**src/rtl/ram_master_pkg.sv**
```systemverilog
// ---------------------------------------------------------------------------
// ram_master_pkg
// Shared types and constants for the ram_master request/response front end.
//   ram_master_state_t : sequencing states of the RAM front end
//   RAM_ADDR_W         : width of word addresses presented to the RAM
//   RAM_DATA_W         : width of a RAM data word
//   RAM_DEPTH_DEFAULT  : default number of words in the attached RAM
//   addr_in_range()    : true when a word index lies inside the RAM
// ---------------------------------------------------------------------------
package ram_master_pkg;

    localparam int RAM_ADDR_W        = 32;
    localparam int RAM_DATA_W        = 32;
    localparam int RAM_DEPTH_DEFAULT = 328;

    typedef enum logic [1:0] {
        IDLE      = 2'd0,
        WRITE     = 2'd1,
        READ_WAIT = 2'd2,
        RESP      = 2'd3
    } ram_master_state_t;

    // Word index compare against the RAM depth; depth is widened to the
    // address width so the compare is unsigned over the full request address.
    function automatic logic addr_in_range(
        input logic [RAM_ADDR_W-1:0] addr,
        input int unsigned           depth
    );
        return addr < RAM_ADDR_W'(depth);
    endfunction

endpackage : ram_master_pkg

```
**src/rtl/ram_master_if.sv**
```systemverilog
// ---------------------------------------------------------------------------
// ram_master_if
// Request/response channel between a load/store unit and ram_master.
//   req_valid / req_ready : request handshake
//   req_we                : 1 = store, 0 = load
//   req_addr              : word index (not a byte address)
//   req_wdata             : store data
//   rsp_valid / rsp_ready : response handshake
//   rsp_rdata             : load data, 0 for stores and rejected requests
//   rsp_err               : request was rejected (address out of range)
// Modports:
//   master : the requester (load/store unit, testbench)
//   slave  : ram_master itself
// ---------------------------------------------------------------------------
interface ram_master_if;
    import ram_master_pkg::*;

    logic                  req_valid;
    logic                  req_ready;
    logic                  req_we;
    logic [RAM_ADDR_W-1:0] req_addr;
    logic [RAM_DATA_W-1:0] req_wdata;
    logic                  rsp_valid;
    logic                  rsp_ready;
    logic [RAM_DATA_W-1:0] rsp_rdata;
    logic                  rsp_err;

    modport master (
        output req_valid,
        output req_we,
        output req_addr,
        output req_wdata,
        output rsp_ready,
        input  req_ready,
        input  rsp_valid,
        input  rsp_rdata,
        input  rsp_err
    );

    modport slave (
        input  req_valid,
        input  req_we,
        input  req_addr,
        input  req_wdata,
        input  rsp_ready,
        output req_ready,
        output rsp_valid,
        output rsp_rdata,
        output rsp_err
    );

endinterface : ram_master_if

```
**src/rtl/ram_master.sv**
```systemverilog
// ---------------------------------------------------------------------------
// ram_master
// Front end for the single-port synchronous data RAM (RamD). Accepts one
// word-addressed load or store at a time, drives the RAM pins with the right
// write strobe and read latency, and returns exactly one response per request.
//
// Parameters:
//   DEPTH      : number of 32-bit words in the attached RAM
//   RD_LATENCY : clocks from RAM address capture to valid q (1 or 2)
//
// Ports:
//   clk      : single clock, rising edge
//   rst_n    : asynchronous active-low reset
//   bus      : request/response channel (ram_master_if.slave)
//   ram_addr : RAM word address
//   ram_data : RAM write data
//   ram_wren : RAM write enable (one cycle per accepted store)
//   ram_q    : RAM registered read data
//
// Build option:
//   RAM_MASTER_BOUNDS_CHECK_EN : when defined, requests with
//   req_addr >= DEPTH are rejected (no RAM access, rsp_err = 1,
//   rsp_rdata = 0). When undefined, rsp_err is tied to 0 and every
//   address is passed to the RAM unchanged.
// ---------------------------------------------------------------------------
module ram_master
    import ram_master_pkg::*;
#(
    parameter int DEPTH      = RAM_DEPTH_DEFAULT,
    parameter int RD_LATENCY = 1
) (
    input  logic                  clk,
    input  logic                  rst_n,
    ram_master_if.slave           bus,
    output logic [RAM_ADDR_W-1:0] ram_addr,
    output logic [RAM_DATA_W-1:0] ram_data,
    output logic                  ram_wren,
    input  logic [RAM_DATA_W-1:0] ram_q
);

    // READ_WAIT lasts RD_LATENCY+1 cycles: one cycle for the RAM to capture
    // the address, then RD_LATENCY cycles until q is valid. The counter is
    // loaded with RD_LATENCY and the capture happens on the cycle it reads 0.
    localparam logic [1:0] LAT_LOAD = 2'(RD_LATENCY);

    ram_master_state_t     state_reg;
    ram_master_state_t     state_next;
    logic [RAM_ADDR_W-1:0] addr_reg;
    logic [RAM_DATA_W-1:0] data_reg;
    logic [RAM_DATA_W-1:0] rdata_reg;
    logic                  we_reg;
    logic [1:0]            cnt_reg;

    logic                  accept;
    logic                  reject;
    logic                  cnt_done;

    assign accept   = bus.req_valid && (state_reg == IDLE);
    assign cnt_done = (cnt_reg == 2'd0);

`ifdef RAM_MASTER_BOUNDS_CHECK_EN
    assign reject = accept && !addr_in_range(bus.req_addr, DEPTH);
`else
    assign reject = 1'b0;
`endif

    // -----------------------------------------------------------------------
    // State register
    // -----------------------------------------------------------------------
    always_ff @(posedge clk or negedge rst_n) begin
        if (!rst_n) begin
            state_reg <= IDLE;
        end else begin
            state_reg <= state_next;
        end
    end

    // -----------------------------------------------------------------------
    // Next-state logic
    // -----------------------------------------------------------------------
    always_comb begin
        state_next = state_reg;
        unique case (state_reg)
            IDLE: begin
                if (accept) begin
                    if (reject) begin
                        state_next = RESP;
                    end else if (bus.req_we) begin
                        state_next = WRITE;
                    end else begin
                        state_next = READ_WAIT;
                    end
                end
            end
            WRITE: begin
                state_next = RESP;
            end
            READ_WAIT: begin
                if (cnt_done) begin
                    state_next = RESP;
                end
            end
            RESP: begin
                if (bus.rsp_ready) begin
                    state_next = IDLE;
                end
            end
            default: begin
                state_next = IDLE;
            end
        endcase
    end

    // -----------------------------------------------------------------------
    // Request capture, latency counter and read-data capture
    // -----------------------------------------------------------------------
    always_ff @(posedge clk or negedge rst_n) begin
        if (!rst_n) begin
            addr_reg  <= '0;
            data_reg  <= '0;
            rdata_reg <= '0;
            we_reg    <= 1'b0;
            cnt_reg   <= 2'd0;
        end else begin
            if (accept) begin
                // A rejected store must never strobe the RAM, so its write
                // flag is cleared here as well as skipping the WRITE state.
                we_reg    <= bus.req_we && !reject;
                cnt_reg   <= LAT_LOAD;
                rdata_reg <= '0;
                // Rejected requests leave the RAM pins untouched.
                if (!reject) begin
                    addr_reg <= bus.req_addr;
                    if (bus.req_we) begin
                        data_reg <= bus.req_wdata;
                    end
                end
            end else if (state_reg == READ_WAIT) begin
                if (cnt_done) begin
                    rdata_reg <= ram_q;
                end else begin
                    cnt_reg <= cnt_reg - 2'd1;
                end
            end
        end
    end

`ifdef RAM_MASTER_BOUNDS_CHECK_EN
    logic err_reg;

    always_ff @(posedge clk or negedge rst_n) begin
        if (!rst_n) begin
            err_reg <= 1'b0;
        end else if (accept) begin
            err_reg <= reject;
        end
    end

    assign bus.rsp_err = err_reg;
`else
    assign bus.rsp_err = 1'b0;
`endif

    // -----------------------------------------------------------------------
    // Outputs
    // -----------------------------------------------------------------------
    // ram_wren is decoded from the state register so that an asynchronous
    // reset drops it in the same instant the state returns to IDLE.
    assign ram_wren      = (state_reg == WRITE) && we_reg;
    assign ram_addr      = addr_reg;
    assign ram_data      = data_reg;

    assign bus.req_ready = (state_reg == IDLE);
    assign bus.rsp_valid = (state_reg == RESP);
    assign bus.rsp_rdata = rdata_reg;

endmodule : ram_master

```
**src/flat_wrapper.sv**
```systemverilog
// flat-port wrapper written by rule: the top's interface ports become plain ports
module ram_master_flat import ram_master_pkg::*;
#(
    parameter int DEPTH      = RAM_DEPTH_DEFAULT,
    parameter int RD_LATENCY = 1
)
  (clk, rst_n, ram_addr, ram_data, ram_wren, ram_q, bus_req_valid, bus_req_we, bus_req_addr, bus_req_wdata, bus_rsp_ready, bus_req_ready, bus_rsp_valid, bus_rsp_rdata, bus_rsp_err);
  ram_master_if bus_i ();
  input  logic clk;
  input  logic rst_n;
  output logic [RAM_ADDR_W-1:0] ram_addr;
  output logic [RAM_DATA_W-1:0] ram_data;
  output logic ram_wren;
  input  logic [RAM_DATA_W-1:0] ram_q;
  input wire logic [$bits(bus_i.req_valid)-1:0] bus_req_valid;
  input wire logic [$bits(bus_i.req_we)-1:0] bus_req_we;
  input wire logic [$bits(bus_i.req_addr)-1:0] bus_req_addr;
  input wire logic [$bits(bus_i.req_wdata)-1:0] bus_req_wdata;
  input wire logic [$bits(bus_i.rsp_ready)-1:0] bus_rsp_ready;
  output wire logic [$bits(bus_i.req_ready)-1:0] bus_req_ready;
  output wire logic [$bits(bus_i.rsp_valid)-1:0] bus_rsp_valid;
  output wire logic [$bits(bus_i.rsp_rdata)-1:0] bus_rsp_rdata;
  output wire logic [$bits(bus_i.rsp_err)-1:0] bus_rsp_err;
  assign bus_i.req_valid = bus_req_valid;
  assign bus_i.req_we = bus_req_we;
  assign bus_i.req_addr = bus_req_addr;
  assign bus_i.req_wdata = bus_req_wdata;
  assign bus_i.rsp_ready = bus_rsp_ready;
  assign bus_req_ready = bus_i.req_ready;
  assign bus_rsp_valid = bus_i.rsp_valid;
  assign bus_rsp_rdata = bus_i.rsp_rdata;
  assign bus_rsp_err = bus_i.rsp_err;
  ram_master #(.DEPTH(DEPTH), .RD_LATENCY(RD_LATENCY)) u_core (.clk(clk), .rst_n(rst_n), .bus(bus_i), .ram_addr(ram_addr), .ram_data(ram_data), .ram_wren(ram_wren), .ram_q(ram_q));
endmodule
```
**config.mk**
```make
export PLATFORM = sky130hd
export DESIGN_NAME = ram_master_flat
export DESIGN_NICKNAME = d
export VERILOG_FILES = /design/src/rtl/ram_master_pkg.sv /design/src/rtl/ram_master_if.sv /design/src/rtl/ram_master.sv /design/src/flat_wrapper.sv
export SDC_FILE = /design/constraint.sdc
export NUM_CORES = 1
export LEC_CHECK = 0
export BUFFER_PORTS_ARGS = -buffer_cell sky130_fd_sc_hd__buf_2
export CORE_MARGIN = 1
export CORE_UTILIZATION = 45
export DETAILED_ROUTE_END_ITERATION = 8
export GPL_ROUTABILITY_DRIVEN = 0
export PLACE_DENSITY = 0.83
export SETUP_SLACK_MARGIN = 0.15
export SLEW_MARGIN = 20
export SYNTH_ARGS = -nofsm -noshare
export SYNTH_HDL_FRONTEND = slang
export SYNTH_SLANG_ARGS = --single-unit
```
**constraint.sdc**
```tcl
create_clock -name clk -period 2 [get_ports clk]
set_input_delay 0.1 -clock clk [delete_from_list [all_inputs] [get_ports clk]]
set_output_delay 0.1 -clock clk [all_outputs]
set_load 0.05 [all_outputs]
```
==> impl_results.md, run 1 <==
* Count leader, synth: dfrtp_1
* Cell Chain, Critical Path: inv_1 > ha_1 > nand3_2 > buf_12 > mux2_1
* Worst hold-check path type: input port to flop
* Post-CTS setup buffer count at 0
* Worst Tran Pin Value at 0.516 ns
* CTS H-Tree Depth at 3
* First-pass GRT wire length at 19100 um
* Detailed Route Iter0 Violations at 141
* XOR/XNOR Fraction of Synth Area at 0
* Slew Viols, Final at 0
* Yosys Warn Count at 0
* Setup TNS at 0 ns
* Peak supply drop at 0.00116 V
* Total track usage at 0.254
* Final hold vios at 0
* Min Clock Period, post-route at 1.77 ns
* Leading area contributor after synthesis: dfrtp_1
* Crit start category: flop
* Maxcap violations at 0
* Mux cell area share after synthesis at 0.186
* Placement Rows at 34
* Power per cell area at 1860 mW/mm2
* CP max FO at 23
* Reg2reg setup slack at 0.23 ns
* Outcome: finished, violations left
* Commonest cells post-synth: dfrtp_1, nand2_1, o21ai_0
* Initial antenna violation count at 0
* Top cell type's share of synthesized area at 0.606
* Root Buffer: clkbuf_8
* Post-synthesis sequential area ratio at 0.606
* Top FF cell, synth: dfrtp_1
* Leak pwr at 0.00327 uW
* Clk_lat worst skew at 0.36 ns
* WP data arrival at 2.01 ns
* CP peak stage delay at 0.43 ns
* Largest family of logic cells by synthesized area: multiplexers
* PostCTS Resize Cnt at 0
* Max transition margin at 0.656
* # IOs at 201
* Core area at 0.00885 mm2
* Layout Utilization at 0.737
* Slowest CP cell: dfrtp_1
* Vias in the first global route at 3876
* Failing checks: DRC
* CTS Buf Count at 9
* Period utilization at 0.883
* Congestion Overflow GR at 0
* Area delta synth->final at 56.5%
* Place WS at 0.247 ns
* Die area at 0.00965 mm2
* Fmax at 566 MHz
* Die Span X at 98.2 um
* First-pass DRT Iterations at 6
* Complex-gate fraction of the synthesized area at 0.110
* CTS max path bufs at 2
* Via count at 3713
* Post-CTS Hold Buffers at 97
* Buffers on Ports at 199
* FF+latch count, synth at 101
* Starting Density at 0.471
* Largest net degree at the start of global routing at 65
* CP Class: flop to flop
* Simple-gate share of the synthesized area at 0.0438
* Final net count at 718
* Setup Skew at 0.00978 ns
* Post-Synth Adder-Cell Area at 0.0180
* Final worst slack at 0.234 ns
* Critical Path RT at 2.24 ns
* Sink Count at 101
* Mapped cell area at 0.00417 mm2
* Hpwl dp at 6850 um
* Post-synth EDFFs at 0
* Synth top area cells: dfrtp_1, mux2_1, mux2_2, o31ai_1, o21ai_0
* # DRC at 17
* Reg clk slew, reported paths at 0.10 ns
* Nature of the critical path endpoint: flop
* Overall routed net length at 11900 um
* Routed len/inst at 16.4 um
* ANT cells at 0
* RSZ-0062 raised after global routing: false
* Fraction of registers with async set/reset at 1.00
* Final setup viols at 0
* Average size of a mapped cell at 13.0 um2
* CTS tree: built
* Detail Route Antenna Nets at 0
* Share of layout cells above drive strength 1 at 0.432
* Syn Nets at 427
* Count of different cell masters after synthesis at 27
* Die Y at 98.2 um
* DR vias/cell at 5.13
* Post-Syn Instances at 320
cell usage in the layout, fill, tap and decap left out, types with 2 or more instances in the layout:
cell type      count
mux2_4             6
clkbuf_8           9
inv_6              4
buf_12             6
ha_1               5
buf_4              3
nand2_1           36
o31ai_1           32
nand2b_1           2
inv_1              6
mux2_2            30
mux2_1            30
dlygate4sd3_1     97
o21ai_0           33
buf_2            198
dfrtp_1          101
final cells by class:
type / instances / area, um2
sequential: 101 / 2530
inverter: 7 / 26.3
clock buffer: 9 / 124
clock inverter: 7 / 90.1
timing repair buffer: 304 / 2100
fill: 576 / 2320
multi-input combinational: 188 / 1520
tap: 108 / 135
routing by layer:
layer,GRT usage,share of wire,vias up
met5,0,0,-
met2,0.456,0.51,172
met4,0.102,0.031,0
met3,0.0644,0.071,32
li1,-,-,1710
met1,0.289,0.38,1799
worst paths after layout:
path                                                      start  cells after the start                              endpoint
max in group asynchronous                                 rst_n                      3       u_core.ram_addr[17]$_DFFE_PN0P_
worst min-delay path                              bus_req_valid                      2         u_core.cnt_reg[1]$_DFFE_PN0P_
worst max-delay path            u_core.state_reg[0]$_DFFE_PN0P_                      5        u_core.ram_data[1]$_DFFE_PN0P_
worst max register to register  u_core.state_reg[0]$_DFFE_PN0P_                      5        u_core.ram_data[1]$_DFFE_PN0P_
min in group asynchronous                                 rst_n                      2  u_core.bus.rsp_rdata[13]$_DFFE_PN0P_
worst min register to register        u_core.we_reg$_DFFE_PN0P_                      2             u_core.we_reg$_DFFE_PN0P_
through the flow:
step / cells / hold WS, ns / cell area [um2] / power, uW
5_1_grt: 724 / 0.0771 / 6520 / 12700
3_5_place_dp: 611 / 0.115 / 5340 / 10500
3_3_place_gp: 611 / 0.106 / 5340 / 10300
6_report: 724 / 0.0847 / 6520 / 12100
2_1_floorplan: 320 / -0.196 / 4170 / 8820
4_1_cts: 724 / 0.0600 / 6520 / 12100
where the power goes:
| group | total [uW] | leakage [uW] | internal, uW | switching [uW] |
|---|---|---|---|---|
| combinational | 7190 | 0.00194 | 2000 | 5190 |
| sequential | 3570 | 0.00123 | 3040 | 523 |
| clock | 1370 | 0.000108 | 610 | 762 |
| total | 12100 | 0.00327 | 5660 | 6470 |
kinds of logic (layout without fill, tap and decap cells):
| kind of cell | Yosys count | after routing |
|---|---|---|
| adder cells (fa/ha/maj) | 6 | 6 |
| flip-flops | 101 | 101 |
| buffers and inverters | 31 | 327 |
| multiplexers | 67 | 67 |
| other | 1 | 1 |
| AND/OR/NAND/NOR | 44 | 44 |
| AO/OA/AOI/OAI | 70 | 70 |
critical path: cells and delay by family, from the launching register on:
| family | cells | cell delay, ns |
|---|---|---|
| and+or+nand+nor | 1 | 0.17 |
| muxes | 1 | 0.34 |
| buffers and inverters | 2 | 0.33 |
| DFF | 1 | 0.43 |
| adders and majority gates | 1 | 0.36 |
Note: power is estimated with default switching activity, not from simulation.
==> run 2, diff against run 1 <==
--- a/config.mk
+++ b/config.mk
@@ -11,6 +11,7 @@
 export DETAILED_ROUTE_END_ITERATION = 8
 export GPL_ROUTABILITY_DRIVEN = 0
 export PLACE_DENSITY = 0.83
+export REMOVE_ABC_BUFFERS = 1
 export SETUP_SLACK_MARGIN = 0.15
 export SLEW_MARGIN = 20
 export SYNTH_ARGS = -nofsm -noshare
==> run 2 against run 1 <==
Compared with the run above: the run still ends with DRC left; hold slack worse by 0.0016 ns; worst setup slack lost 0.0039 ns; die area unchanged; global-route usage is 0.19 points lower; design area fell by 0.44%; final cell count down 0.14%; clock skew shrank 0.0027 ns; sequential share of layout area rose by 0.17 points; fmax fell by 0.22%; largest cell class unchanged; largest power group unchanged.
==> impl_results.md, run 2 (same netlist as run 1, synthesis figures left out) <==
* Root Buffer: clkbuf_8
* Slowest CP cell: dfrtp_1
* Multi-input logic area at 0.00151 mm2
* WP data arrival at 1.99 ns
* First-pass GRT wire length at 19000 um
* Core area at 0.00885 mm2
* CTS max path bufs at 2
* Cell Chain, Critical Path: inv_1 > ha_1 > nand3_2 > buf_12 > mux2_1
* Sink Count at 101
* Die area at 0.00965 mm2
* PostCTS Resize Cnt at 0
* Period utilization at 0.885
* Congestion Overflow GR at 0
* CP peak stage delay at 0.44 ns
* Starting Density at 0.471
* DR vias/cell at 5.00
* Sw power at 6400 uW
* Leak pwr at 0.00326 uW
* Die Span X at 98.2 um
* Die Y at 98.2 um
* Fill count at 565
* Setup Skew at 0.00710 ns
* Share of layout cells above drive strength 1 at 0.428
* # DRC at 19
* Area delta synth->final at 55.8%
* Worst R2R Path Depth at 5
* Maxcap violations at 0
* Pint at 5630 uW
* Largest net degree at the start of global routing at 65
* Most frequent cells in the layout: buf_2, dfrtp_1, dlygate4sd3_1, nand2_1, o21ai_0
* Hpwl dp at 6900 um
* Detail Route Antenna Nets at 0
* Seq pwr share at 0.298
* CTS tree: built
* Clock Power Share at 0.104
* Finished layout cell area at 0.00649 mm2
* Crit start category: flop
* Failing checks: DRC
* Total chip power at 12000 uW
* Total track usage at 0.252
* First-pass DRT Iterations at 7
* Switching Fraction at 0.532
* Final setup viols at 0
* Critical Path RT at 2.22 ns
* Hold Path Stages at 2
* Register area at 0.00253 mm2
* Commonest non-fill, non-tap cell in the layout: buf_2
* RSZ-0062 raised after global routing: false
* CTS Buf Count at 9
* Final net count at 718
* Fmax at 565 MHz
* Crit path max-delay family: flip-flops
* Overall routed net length at 11700 um
* Placement Rows at 34
* CP max FO at 33
* Min Clock Period, post-route at 1.77 ns
* Clk_lat worst skew at 0.34 ns
* Worst hold-check path type: input port to flop
* Power per cell area at 1850 mW/mm2
* Via count at 3617
* Nature of the critical path endpoint: flop
* ANT cells at 0
* Crit path buffers/inverters at 2
* DP Area at 0.00534 mm2
* Detailed Route Iter0 Violations at 142
* Final hold vios at 0
* Routed len/inst at 16.2 um
* Vias in the first global route at 3793
* Setup TNS at 0 ns
* Logic pwr share at 0.598
* CP Class: flop to flop
* Crit path depth at 5
* Outcome: finished, violations left
* # IOs at 201
* CTS H-Tree Depth at 3
* Reg clk slew, reported paths at 0.09 ns
* Slew Viols, Final at 0
* Initial antenna violation count at 0
* Peak supply drop at 0.00113 V
* Buffers on Ports at 199
## run 2: cell type report
cell class	count	share of cell area
sequential	101	0.389
timing repair buffer	304	0.324
multi-input combinational	188	0.233
tap	108	0.0208
clock buffer	10	0.0196
clock inverter	5	0.00925
inverter	7	0.00405
## run 2: path summary, 6_finish.rpt
check	startpoint	end	slack, ns
worst min-delay path	bus_req_valid	u_core.cnt_reg[1]$_DFFE_PN0P_	0.08
worst min register to register	u_core.ram_data[9]$_DFFE_PN0P_	u_core.ram_data[9]$_DFFE_PN0P_	0.49
min in group asynchronous	rst_n	u_core.ram_addr[11]$_DFFE_PN0P_	0.23
max in group asynchronous	rst_n	u_core.ram_data[1]$_DFFE_PN0P_	1.09
worst max register to register	u_core.state_reg[1]$_DFFE_PN0P_	u_core.ram_data[19]$_DFFE_PN0P_	0.23
worst max-delay path	u_core.state_reg[1]$_DFFE_PN0P_	u_core.ram_data[19]$_DFFE_PN0P_	0.23
## run 2: routing by layer
metal	track usage	vias up	share of wire
met3	0.0816	18	0.076
met5	0	-	0
met2	0.459	161	0.51
li1	-	1705	-
met1	0.279	1733	0.39
met4	0.0792	0	0.015
## run 2: repair_timing
action,in CTS,in global routing
endpoints found under the hold margin,126,0
hold buffers,97,0
setup buffers,0,0
endpoints found under the setup margin,0,0
## run 2: through the flow
step	hold slack [ns]	std cells	worst slack, ns	util
after floorplan	-0.196	296	-0.568	-
after global placement	0.0623	611	0.345	0.603
after detailed placement	0.0670	611	0.259	0.603
after CTS	0.0723	723	0.239	0.734
after global routing	0.0607	723	0.172	0.734
final	0.0831	723	0.230	0.734
## run 2: power groups by stage
| stage | Sequential, uW | Combinational [uW] | Clock (uW) |
|---|---|---|---|
| 3_5_place_dp | 3580 | 6980 | 0 |
| 6_report | 3590 | 7190 | 1250 |
| 3_3_place_gp | 3520 | 6850 | 0 |
| 5_1_grt | 3710 | 7550 | 1380 |
| 4_1_cts | 3550 | 7140 | 1300 |
| 2_1_floorplan | 6860 | 1870 | 0 |
==> run 3, diff against run 2 <==
--- a/config.mk
+++ b/config.mk
@@ -5,14 +5,16 @@
 export SDC_FILE = /design/constraint.sdc
 export NUM_CORES = 1
 export LEC_CHECK = 0
-export BUFFER_PORTS_ARGS = -buffer_cell sky130_fd_sc_hd__buf_2
+export BUFFER_PORTS_ARGS = -buffer_cell sky130_fd_sc_hd__clkbuf_2
 export CORE_MARGIN = 1
 export CORE_UTILIZATION = 45
 export DETAILED_ROUTE_END_ITERATION = 8
 export GPL_ROUTABILITY_DRIVEN = 0
+export GPL_TIMING_DRIVEN = 0
 export PLACE_DENSITY = 0.83
 export REMOVE_ABC_BUFFERS = 1
 export SETUP_SLACK_MARGIN = 0.15
+export SKIP_LAST_GASP = 1
 export SLEW_MARGIN = 20
 export SYNTH_ARGS = -nofsm -noshare
 export SYNTH_HDL_FRONTEND = slang
==> run 3 against run 2 <==
Compared with the run above: critical path depth did not move; clock skew rose by 0.0079 ns; the flow still finishes with violations (DRC); highest routed layer unchanged; critical path type unchanged; final cell count rose by 0.28%.
==> impl_results.md, run 3 (same netlist as run 1, synthesis figures left out) <==
* Setup Skew at 0.0150 ns
* Layout Utilization at 0.748
* Detailed Route Iter0 Violations at 138
* Maxcap violations at 0
* Met3 WL at 883 um
* Critical Path RT at 2.23 ns
* Via count at 3742
* Final setup viols at 0
* Hold_sp: bus_rsp_ready
* Final worst slack at 0.224 ns
* Power per cell area at 1880 mW/mm2
* Failing checks: DRC
* Hold endpoint: u_core.state_reg[0]$_DFFE_PN0P_
* Share of layout cells above drive strength 1 at 0.439
* Detail Route Antenna Nets at 0
* Slew Viols, Final at 0
* First-pass GRT wire length at 20300 um
* Min Clock Period, post-route at 1.78 ns
* Area delta synth->final at 58.8%
* Top Metal Used: met4
* Core area at 0.00885 mm2
* Routed len/inst at 17.8 um
* Vias in the first global route at 3985
* Starting Density at 0.471
* Congestion Overflow GR at 0
* Met1 wire length at 5030 um
* Origin of the critical flop-to-flop path: u_core.state_reg[1]$_DFFE_PN0P_
* Root Buffer: clkbuf_8
* # DRC at 19
* Total chip power at 12500 uW
* Worst hold-check path type: input port to flop
* Period utilization at 0.888
* Placed cells at 609
* Reg-to-reg endpoint: u_core.ram_addr[23]$_DFFE_PN0P_
* Clk_lat worst skew at 0.36 ns
* Met2 WL at 6560 um
* Final net count at 720
* CP Class: flop to flop
* Sink Count at 101
* Reg2reg setup slack at 0.22 ns
* CP max FO at 35
* Nature of the critical path endpoint: flop
* Die Span X at 98.2 um
* Overall routed net length at 12900 um
* WP data arrival at 2.01 ns
* Placement Rows at 34
* Initial antenna violation count at 0
* Peak supply drop at 0.00118 V
* Buffers on Ports at 199
* Leak pwr at 0.00331 uW
* RSZ-0062 raised after global routing: false
* Die area at 0.00965 mm2
* Fin Hold WS at 0.204 ns
* Commonest non-fill, non-tap cell in the layout: clkbuf_2
* Final hold vios at 0
* Hold Path Stages at 4
* CTS Buf Count at 9
* ANT cells at 0
* Crit start category: flop
* Total track usage at 0.271
* Fill count at 557
* Fin cells at 725
* Die Y at 98.2 um
* DR vias/cell at 5.16
* Worst R2R Path Depth at 5
* CTS max path bufs at 2
* CTS tree: built
* Place WS at -0.336 ns
* Largest net degree at the start of global routing at 62
* # IOs at 201
* Fmax at 563 MHz
* CTS H-Tree Depth at 3
* Outcome: finished, violations left
* Reg clk slew, reported paths at 0.10 ns
* First-pass DRT Iterations at 7
* Hpwl dp at 7290 um
* Most frequent cells in the layout: clkbuf_2, dfrtp_1, dlygate4sd3_1, nand2_1, o21ai_0
run 3: area by class of cell:
class                   count  area (um2)  share of cell area
well taps                 108         135              0.0204
inverters                   7        26.3             0.00397
clock buffers              10         138              0.0208
flip-flops and latches    101        2530               0.382
repair buffers            305        2140               0.324
clock inverters             5        60.1             0.00907
multi-input cells         189        1590               0.240
run 3: how the worst max path moves through the flow:
stage                                          from                                   end  slack, ns  depth (start not counted)
global placement    u_core.state_reg[0]$_DFFE_PN0P_        u_core.ram_addr[6]$_DFFE_PN0P_      -1.15                          4
floorplan           u_core.state_reg[0]$_DFFE_PN0P_        u_core.ram_addr[0]$_DFFE_PN0P_      -0.57                          4
finish              u_core.state_reg[1]$_DFFE_PN0P_       u_core.ram_addr[23]$_DFFE_PN0P_       0.22                          5
global route        u_core.state_reg[0]$_DFFE_PN0P_  u_core.bus.rsp_rdata[19]$_DFFE_PN0P_       0.14                          7
detailed placement  u_core.state_reg[0]$_DFFE_PN0P_        u_core.ram_data[4]$_DFFE_PN0P_      -0.34                          4
CTS                 u_core.state_reg[0]$_DFFE_PN0P_        u_core.ram_data[4]$_DFFE_PN0P_       0.13                          4
run 3: power by group:
group | internal (uW) | switching [uW] | total, uW
logic | 2150 | 5350 | 7500
registers | 3050 | 617 | 3670
clock network | 611 | 688 | 1300
run 3: per-stage QoR:
stage | instance area [um2] | setup TNS [ns]
2_1_floorplan | 4050 | -35.46
3_3_place_gp | 5180 | -112.73
3_5_place_dp | 5360 | -9.74
4_1_cts | 6550 | 0
5_1_grt | 6620 | 0
6_report | 6620 | 0
run 3: worst max-delay path, cell delays in order, from the launching register on:
cell	delay [ns]
dfrtp_1	0.47
inv_2	0.11
ha_4	0.23
nand2_8	0.21
buf_12	0.25
mux2_2	0.37
run 3: what timing repair did:
item,CTS,global route
hold endpoints to repair,136,0
pin swaps,3,1
resized for setup,2,9
setup endpoints to repair,84,84
buffers inserted,2,1
hold buffers,97,0
cloned,0,1
run 3: per-layer routing:
metal,track usage,vias up
met5,0,-
met4,0.107,0
met3,0.0673,38
met2,0.492,189
met1,0.305,1812
li1,-,1703
